<file path="src/rtl/lsu_pkg.sv">
// lsu_pkg
//   Shared definitions for the load/store alignment unit.
//   - SZ_B/SZ_H/SZ_W/SZ_D : req_size encodings (log2 of access bytes)
//   - lsu_state_t + ST_*  : FSM state type and encodings
//   - lsu_off_w()         : width of the in-word byte offset for a bus width
//   - lsu_shamt_w()       : width of a bit-shift amount across a two-word window
package lsu_pkg;

    localparam logic [1:0] SZ_B = 2'd0;
    localparam logic [1:0] SZ_H = 2'd1;
    localparam logic [1:0] SZ_W = 2'd2;
    localparam logic [1:0] SZ_D = 2'd3;

    typedef logic [2:0] lsu_state_t;

    localparam lsu_state_t ST_IDLE  = 3'd0;
    localparam lsu_state_t ST_REQ0  = 3'd1;
    localparam lsu_state_t ST_WAIT0 = 3'd2;
    localparam lsu_state_t ST_REQ1  = 3'd3;
    localparam lsu_state_t ST_WAIT1 = 3'd4;
    localparam lsu_state_t ST_RESP  = 3'd5;

    function automatic int unsigned lsu_off_w(input int unsigned data_w);
        return $clog2(data_w / 8);
    endfunction

    function automatic int unsigned lsu_shamt_w(input int unsigned data_w);
        return $clog2(2 * data_w);
    endfunction

endpackage

</file>
<file path="src/rtl/lsu_lane_shift.sv">
// lsu_lane_shift
//   Combinational lane arithmetic for one access: byte-enable masks and
//   lane-positioned write data for both bus beats, the split flag, and the
//   merged, sign/zero-extended load result.
//   Ports:
//     off_i        in  in-word byte offset of the access
//     size_i       in  log2 of access bytes
//     unsigned_i   in  1 = zero-extend load data
//     wdata_i      in  right-justified store data
//     rdata_pair_i in  {hi, lo} captured read beats
//     byteen0_o    out beat-0 byte enables
//     byteen1_o    out beat-1 byte enables
//     wdata0_o     out beat-0 write data
//     wdata1_o     out beat-1 write data
//     split_o      out access crosses the bus-word boundary
//     rdata_o      out extended load data
//   Build option: with LSU_MISALIGN_TRAP_EN defined, crossing accesses are
//   trapped upstream, so the beat-1 and split outputs are tied to zero.
module lsu_lane_shift import lsu_pkg::*; #(
    parameter int DATA_W = 32,
    localparam int NB    = DATA_W / 8,
    localparam int OFF_W = lsu_off_w(DATA_W)
) (
    input  logic [OFF_W-1:0]    off_i,
    input  logic [1:0]          size_i,
    input  logic                unsigned_i,
    input  logic [DATA_W-1:0]   wdata_i,
    input  logic [2*DATA_W-1:0] rdata_pair_i,
    output logic [NB-1:0]       byteen0_o,
    output logic [NB-1:0]       byteen1_o,
    output logic [DATA_W-1:0]   wdata0_o,
    output logic [DATA_W-1:0]   wdata1_o,
    output logic                split_o,
    output logic [DATA_W-1:0]   rdata_o
);

    localparam int SH_W = lsu_shamt_w(DATA_W);

    logic [2*NB-1:0]     base_mask;
    logic [2*NB-1:0]     mask;
    logic [4:0]          size_bytes;
    logic [SH_W-1:0]     sh_lo;
    logic [SH_W-1:0]     sh_hi;
    logic [2*DATA_W-1:0] raw;
    logic                sign_bit;
    logic                fill;

    always_comb begin
        case (size_i)
            SZ_B:    begin base_mask = (2*NB)'(16'h0001); size_bytes = 5'd1; end
            SZ_H:    begin base_mask = (2*NB)'(16'h0003); size_bytes = 5'd2; end
            SZ_W:    begin base_mask = (2*NB)'(16'h000F); size_bytes = 5'd4; end
            default: begin base_mask = (2*NB)'(16'h00FF); size_bytes = 5'd8; end
        endcase
    end

    // mask spans two bus words so the upper half is the beat-1 enable set.
    assign mask  = base_mask << off_i;
    assign sh_lo = SH_W'(off_i) << 3;
    // When off is 0 this shift equals DATA_W and yields zero, which is fine
    // because beat 1 only exists for off > 0.
    assign sh_hi = (SH_W'(NB) - SH_W'(off_i)) << 3;

    assign byteen0_o = mask[NB-1:0];
    assign wdata0_o  = wdata_i << sh_lo;

`ifdef LSU_MISALIGN_TRAP_EN
    assign byteen1_o = '0;
    assign wdata1_o  = '0;
    assign split_o   = 1'b0;
`else
    assign byteen1_o = mask[2*NB-1:NB];
    assign wdata1_o  = wdata_i >> sh_hi;
    assign split_o   = (5'(off_i) + size_bytes) > 5'(NB);
`endif

    assign raw = rdata_pair_i >> sh_lo;

    always_comb begin
        case (size_i)
            SZ_B:    sign_bit = raw[7];
            SZ_H:    sign_bit = raw[15];
            SZ_W:    sign_bit = raw[31];
            default: sign_bit = raw[63];
        endcase
        fill    = sign_bit & ~unsigned_i;
        rdata_o = '0;
        for (int i = 0; i < DATA_W; i++) begin
            rdata_o[i] = (i < 8 * int'(size_bytes)) ? raw[i] : fill;
        end
    end

endmodule

</file>
<file path="src/rtl/lsu_align_unit.sv">
// lsu_align_unit
//   Load/store alignment unit between the MEM stage and the data bus.
//   Accepts one request at a time, issues one or two bus beats (two when
//   the access crosses a bus-word boundary), merges the read beats and
//   returns extended load data with a one-cycle rsp_valid pulse.
//   Handshakes: a request transfers in the cycle req_valid && req_ready;
//   a bus beat transfers in the cycle m_req && m_gnt, with m_addr/m_byteen/
//   m_wdata/m_we held stable until then; m_rvalid completes the beat in the
//   following WAIT state. rsp_valid has no backpressure.
//   Ports:
//     clk, reset (async, active low)
//     req_valid/req_ready/req_we/req_size/req_unsigned/req_addr/req_wdata
//     rsp_valid/rsp_rdata/rsp_err
//     m_req/m_gnt/m_we/m_addr/m_byteen/m_wdata/m_rvalid/m_rdata
//   Build option LSU_MISALIGN_TRAP_EN: accesses not naturally aligned
//   respond with rsp_err and never reach the bus; no split path exists.
module lsu_align_unit import lsu_pkg::*; #(
    parameter int DATA_W = 32,
    parameter int ADDR_W = 32
) (
    input  logic              clk,
    input  logic              reset,
    input  logic              req_valid,
    output logic              req_ready,
    input  logic              req_we,
    input  logic [1:0]        req_size,
    input  logic              req_unsigned,
    input  logic [ADDR_W-1:0] req_addr,
    input  logic [DATA_W-1:0] req_wdata,
    output logic              rsp_valid,
    output logic [DATA_W-1:0] rsp_rdata,
    output logic              rsp_err,
    output logic              m_req,
    input  logic              m_gnt,
    output logic              m_we,
    output logic [ADDR_W-1:0] m_addr,
    output logic [DATA_W/8-1:0] m_byteen,
    output logic [DATA_W-1:0] m_wdata,
    input  logic              m_rvalid,
    input  logic [DATA_W-1:0] m_rdata
);

    localparam int NB    = DATA_W / 8;
    localparam int OFF_W = lsu_off_w(DATA_W);

    lsu_state_t        state_q, state_d;
    logic              we_q;
    logic [1:0]        size_q;
    logic              uns_q;
    logic [ADDR_W-1:0] addr_q;
    logic [DATA_W-1:0] wdata_q;
    logic              err_q;
    logic [DATA_W-1:0] lo_q;
    logic [DATA_W-1:0] hi_q;

    logic              accept;
    logic              acc_err;
    logic              split;
    logic              beat1;
    logic [ADDR_W-1:0] base_addr;
    logic [NB-1:0]     be0, be1;
    logic [DATA_W-1:0] wd0, wd1;
    logic [DATA_W-1:0] rdata_ext;

    assign accept = (state_q == ST_IDLE) && req_valid;

    // Requests that must not reach the bus are decided at accept time.
`ifdef LSU_MISALIGN_TRAP_EN
    logic [3:0] align_m;
    always_comb begin
        case (req_size)
            SZ_B:    align_m = 4'd0;
            SZ_H:    align_m = 4'd1;
            SZ_W:    align_m = 4'd3;
            default: align_m = 4'd7;
        endcase
        acc_err = (req_size == SZ_D) && (DATA_W != 64);
        if ((4'(req_addr[OFF_W-1:0]) & align_m) != 4'd0) begin
            acc_err = 1'b1;
        end
    end
`else
    always_comb begin
        acc_err = (req_size == SZ_D) && (DATA_W != 64);
    end
`endif

    always_comb begin
        state_d = state_q;
        case (state_q)
            ST_IDLE:  if (req_valid) state_d = acc_err ? ST_RESP : ST_REQ0;
            ST_REQ0:  if (m_gnt)     state_d = ST_WAIT0;
            ST_WAIT0: begin
                if (m_rvalid) begin
`ifdef LSU_MISALIGN_TRAP_EN
                    state_d = ST_RESP;
`else
                    state_d = split ? ST_REQ1 : ST_RESP;
`endif
                end
            end
            ST_REQ1:  if (m_gnt)     state_d = ST_WAIT1;
            ST_WAIT1: if (m_rvalid)  state_d = ST_RESP;
            ST_RESP:  state_d = ST_IDLE;
            default:  state_d = ST_IDLE;
        endcase
    end

    always_ff @(posedge clk or negedge reset) begin
        if (!reset) begin
            state_q <= ST_IDLE;
            we_q    <= 1'b0;
            size_q  <= SZ_B;
            uns_q   <= 1'b0;
            addr_q  <= '0;
            wdata_q <= '0;
            err_q   <= 1'b0;
            lo_q    <= '0;
            hi_q    <= '0;
        end else begin
            state_q <= state_d;
            if (accept) begin
                we_q    <= req_we;
                size_q  <= req_size;
                uns_q   <= req_unsigned;
                addr_q  <= req_addr;
                wdata_q <= req_wdata;
                err_q   <= acc_err;
                lo_q    <= '0;
                hi_q    <= '0;
            end
            if ((state_q == ST_WAIT0) && m_rvalid) lo_q <= m_rdata;
            if ((state_q == ST_WAIT1) && m_rvalid) hi_q <= m_rdata;
        end
    end

    lsu_lane_shift #(.DATA_W(DATA_W)) u_lane (
        .off_i        (addr_q[OFF_W-1:0]),
        .size_i       (size_q),
        .unsigned_i   (uns_q),
        .wdata_i      (wdata_q),
        .rdata_pair_i ({hi_q, lo_q}),
        .byteen0_o    (be0),
        .byteen1_o    (be1),
        .wdata0_o     (wd0),
        .wdata1_o     (wd1),
        .split_o      (split),
        .rdata_o      (rdata_ext)
    );

    // Bus outputs are forced to zero outside REQn so idle/reset values are clean.
    assign beat1     = (state_q == ST_REQ1);
    assign base_addr = {addr_q[ADDR_W-1:OFF_W], {OFF_W{1'b0}}};
    assign m_req     = (state_q == ST_REQ0) || (state_q == ST_REQ1);
    assign m_we      = m_req & we_q;
    assign m_addr    = m_req ? (beat1 ? base_addr + ADDR_W'(NB) : base_addr) : '0;
    assign m_byteen  = m_req ? (beat1 ? be1 : be0) : '0;
    assign m_wdata   = (m_req && we_q) ? (beat1 ? wd1 : wd0) : '0;

    assign req_ready = reset && (state_q == ST_IDLE);
    assign rsp_valid = (state_q == ST_RESP);
    assign rsp_err   = rsp_valid & err_q;
    assign rsp_rdata = (rsp_valid && !we_q && !err_q) ? rdata_ext : '0;

endmodule

</file>
<file path="config.mk">
export PLATFORM = sky130hd
export DESIGN_NAME = lsu_align_unit
export DESIGN_NICKNAME = d
export VERILOG_FILES = /design/src/rtl/lsu_pkg.sv /design/src/rtl/lsu_lane_shift.sv /design/src/rtl/lsu_align_unit.sv
export SDC_FILE = /design/constraint.sdc
export NUM_CORES = 1
export LEC_CHECK = 0
export CAP_MARGIN = 0
export CORE_MARGIN = 2
export CORE_UTILIZATION = 35
export DETAILED_ROUTE_END_ITERATION = 12
export GPL_TIMING_DRIVEN = 0
export MAX_ROUTING_LAYER = met4
export PLACE_DENSITY = 0.67
export SLEW_MARGIN = 20
export SYNTH_ARGS = -nofsm -noshare
export SYNTH_HDL_FRONTEND = slang
export SYNTH_HIERARCHICAL = 1
export SYNTH_SLANG_ARGS = --single-unit
</file>
<file path="constraint.sdc">
create_clock -name clk -period 2.7 [get_ports clk]
set_input_delay 0.27 -clock clk [delete_from_list [all_inputs] [get_ports clk]]
set_output_delay 0.27 -clock clk [all_outputs]
set_load 0.01 [all_outputs]
</file>
==> flow_summary.toml <==
[layout]
syn_to_final_growth_pct = 48.1
fin_util_pct = 53.0
layout-drive-gt1-share_pct = 32.1
num_antenna_cells = 0
multi_input_area_um2 = 5890
regArea_um2 = 3210
layout.nets = 1394
fillerInstances = 2272

[clock_network]
cts-root-buf = "clkbuf_16"
clockBufferDepth = 2
clk_pin_slew_ns = 0.06
cts-htree-levels = 4
cts_tree = "built"
numCtsBuffers = 17
clock-sinks = 128
clk_latency_ns = 0.42

[power]
p_seq_share_pct = 24.5
power_frac_comb_pct = 61.9
power.internal_mw = 9.62
p_leak_nw = 5.97
clkPwrFrac_pct = 13.7
peakVddDrop_mv = 0.620
switching_share_pct = 43.5
power_density_nw_per_um2 = 1270
p_switching_mw = 7.42
finalPower_mw = 17.0

[die]
die_x_um = 165
die_h_um = 165
initial_utilization_pct = 35.8
ios = 210
dieArea_um2 = 27100
core_area_um2 = 25300
rows = 58

[synth]
syn_area_per_cell_um2 = 9.19
synthCells = 984
ys_warn_count = 6
syn_area_um2 = 9040

[detailed_routing]
drcViolationCount = 0
wl_per_cell_um = 20.4
first_pass_iters = 5
routed_wl_um = 33200
drtIter0Drc = 856
drt.antenna.violating_nets = 0
viasPerCell = 5.49
vias = 8921

[place]
dp_hpwl_um = 23500
pre_cts_ws_ns = -1.06
place_congestion = 0.939
io_buffers = 207

[global_route]
grtUsageTotal_pct = 25.0
grt_max_degree = 68
grt_pass1_vias = 8671
grt_pass1_wl_um = 50100
antenna_found_initial = 0
grt_overflow = 0

[timing]
fin_crit_ns = 2.93
worst_slew_pin_slew_ns = 0.983
fin_crit_sh_pct = 108
setup_tns_ns = -3.95
setup_viol_count_final = 45
maxSlewHeadroom_pct = 33.9
fin_skew_ns = 0.00632
max_freq_ghz = 0.341
maxSlewViolCount = 0
rsz0062_at_grt = "yes"
hold_viol = 0
worst_slack_ns = -0.229

[setup_path]
cp_data_required_time_ns = 2.43
worstSetupStartpointType = "flip-flop"
path_max_fanout = 6
path_class = "flip-flop to primary output"
critPathCaptureType = "primary output"
cp.arrival_ns = 2.66

[run_status]
violations = "negative setup slack"
status = "finished with violations"

[min_path]
hp-class = "input pin to flip-flop"

[run]
maxCapViolCount = 0
==> registers in the layout (all words and copies together), names as in the netlist <==
| signal | flops |
|---|---|
| hi_q | 24 |
| lo_q | 32 |
| err_q | 1 |
| size_q | 2 |
| uns_q | 1 |
| state_q | 3 |
| wdata_q | 32 |
| addr_q | 32 |
| we_q | 1 |
==> power by group through the flow <==
stage          clock network, mW  logic [mW]  registers (mW)
2_1_floorplan                  0        5.77            3.54
3_3_place_gp                   0        8.00            3.99
3_5_place_dp                   0        8.10            4.04
4_1_cts                     2.36        9.47            4.06
5_1_grt                     2.45        11.3            4.28
6_report                    2.33        10.5            4.17
==> final timing paths <==
kind                        startpoint  cells after the start  slack [ns]     endpoint
setup reg to reg             size_q[1]                     10        0.19   state_q[1]
setup / recovery             addr_q[1]                     12       -0.23  m_wdata[24]
max in group asynchronous        reset                      3        1.94    addr_q[1]
hold reg to reg              size_q[1]                      1        0.52    size_q[1]
hold / removal             m_rdata[26]                      3        0.40     lo_q[26]
min in group asynchronous        reset                      3        0.43   wdata_q[4]
==> placed cells by master, fill, tap and decap left out, types with 6 or more instances in the layout <==
master,n
clkbuf_4,6
o22ai_1,9
inv_1,7
mux4_2,35
a211oi_2,8
nor2_2,7
buf_4,62
nor2b_1,13
mux2i_1,59
nand2b_1,8
clkbuf_2,13
xnor2_1,7
o21ai_0,77
a21oi_2,6
clkbuf_16,17
clkbuf_1,24
buf_6,38
nand3_1,8
dlymetal6s2s_1,18
and2_1,49
dlygate4sd2_1,23
clkdlybuf4s50_1,112
mux2_2,68
a211oi_1,15
nand2_1,168
a21oi_1,19
buf_1,7
nor2_1,67
buf_12,6
mux2i_4,8
dfrtp_1,123
buf_2,49
nand4_1,7
o21ai_1,9
==> per-layer routing <==
layer	global-route usage, %	vias to the layer above	share of wire [%]
li1	-	4084	-
met1	33.7	4328	43
met2	39.3	464	47
met3	4.22	45	8.5
met4	6.17	0	1.9
met5	-	-	0
==> cell type report <==
type	count	area share, %
Multi-Input combinational cell	755	44.0
Sequential cell	128	24.0
Timing Repair Buffer	290	19.8
Buffer	80	4.33
Clock buffer	18	3.28
Tap cell	330	3.08
Clock inverter	14	1.09
Inverter	11	0.411
==> stage by stage <==
step,area [µm²],hold WS (ns),instances
floorplan,9070,-0.0256,985
global placement,11600,0.484,1522
detailed placement,11600,0.239,1523
CTS,12900,0.395,1607
global route,13400,0.436,1626
finish,13400,0.399,1626
==> critical path, stage by stage (launching register included) <==
cell,delay [ns]
dfrtp_2,0.43
buf_12,0.14
buf_12,0.11
buf_12,0.12
inv_8,0.05
ha_4,0.23
or2_4,0.27
nor2_4,0.18
buf_6,0.12
and2_1,0.11
mux2i_1,0.06
nor2_1,0.21
buf_2,0.19
==> timing repair <==
| item | CTS | global route |
|---|---|---|
| endpoints found under the hold margin | 62 | 0 |
| resized for setup | 347 | 139 |
| buffers inserted | 52 | 27 |
| endpoints found under the setup margin | 101 | 87 |
| hold buffers | 2 | 0 |
| cloned | 3 | 0 |
| pin swaps | 65 | 56 |
Note: power is estimated with default switching activity, not from simulation.
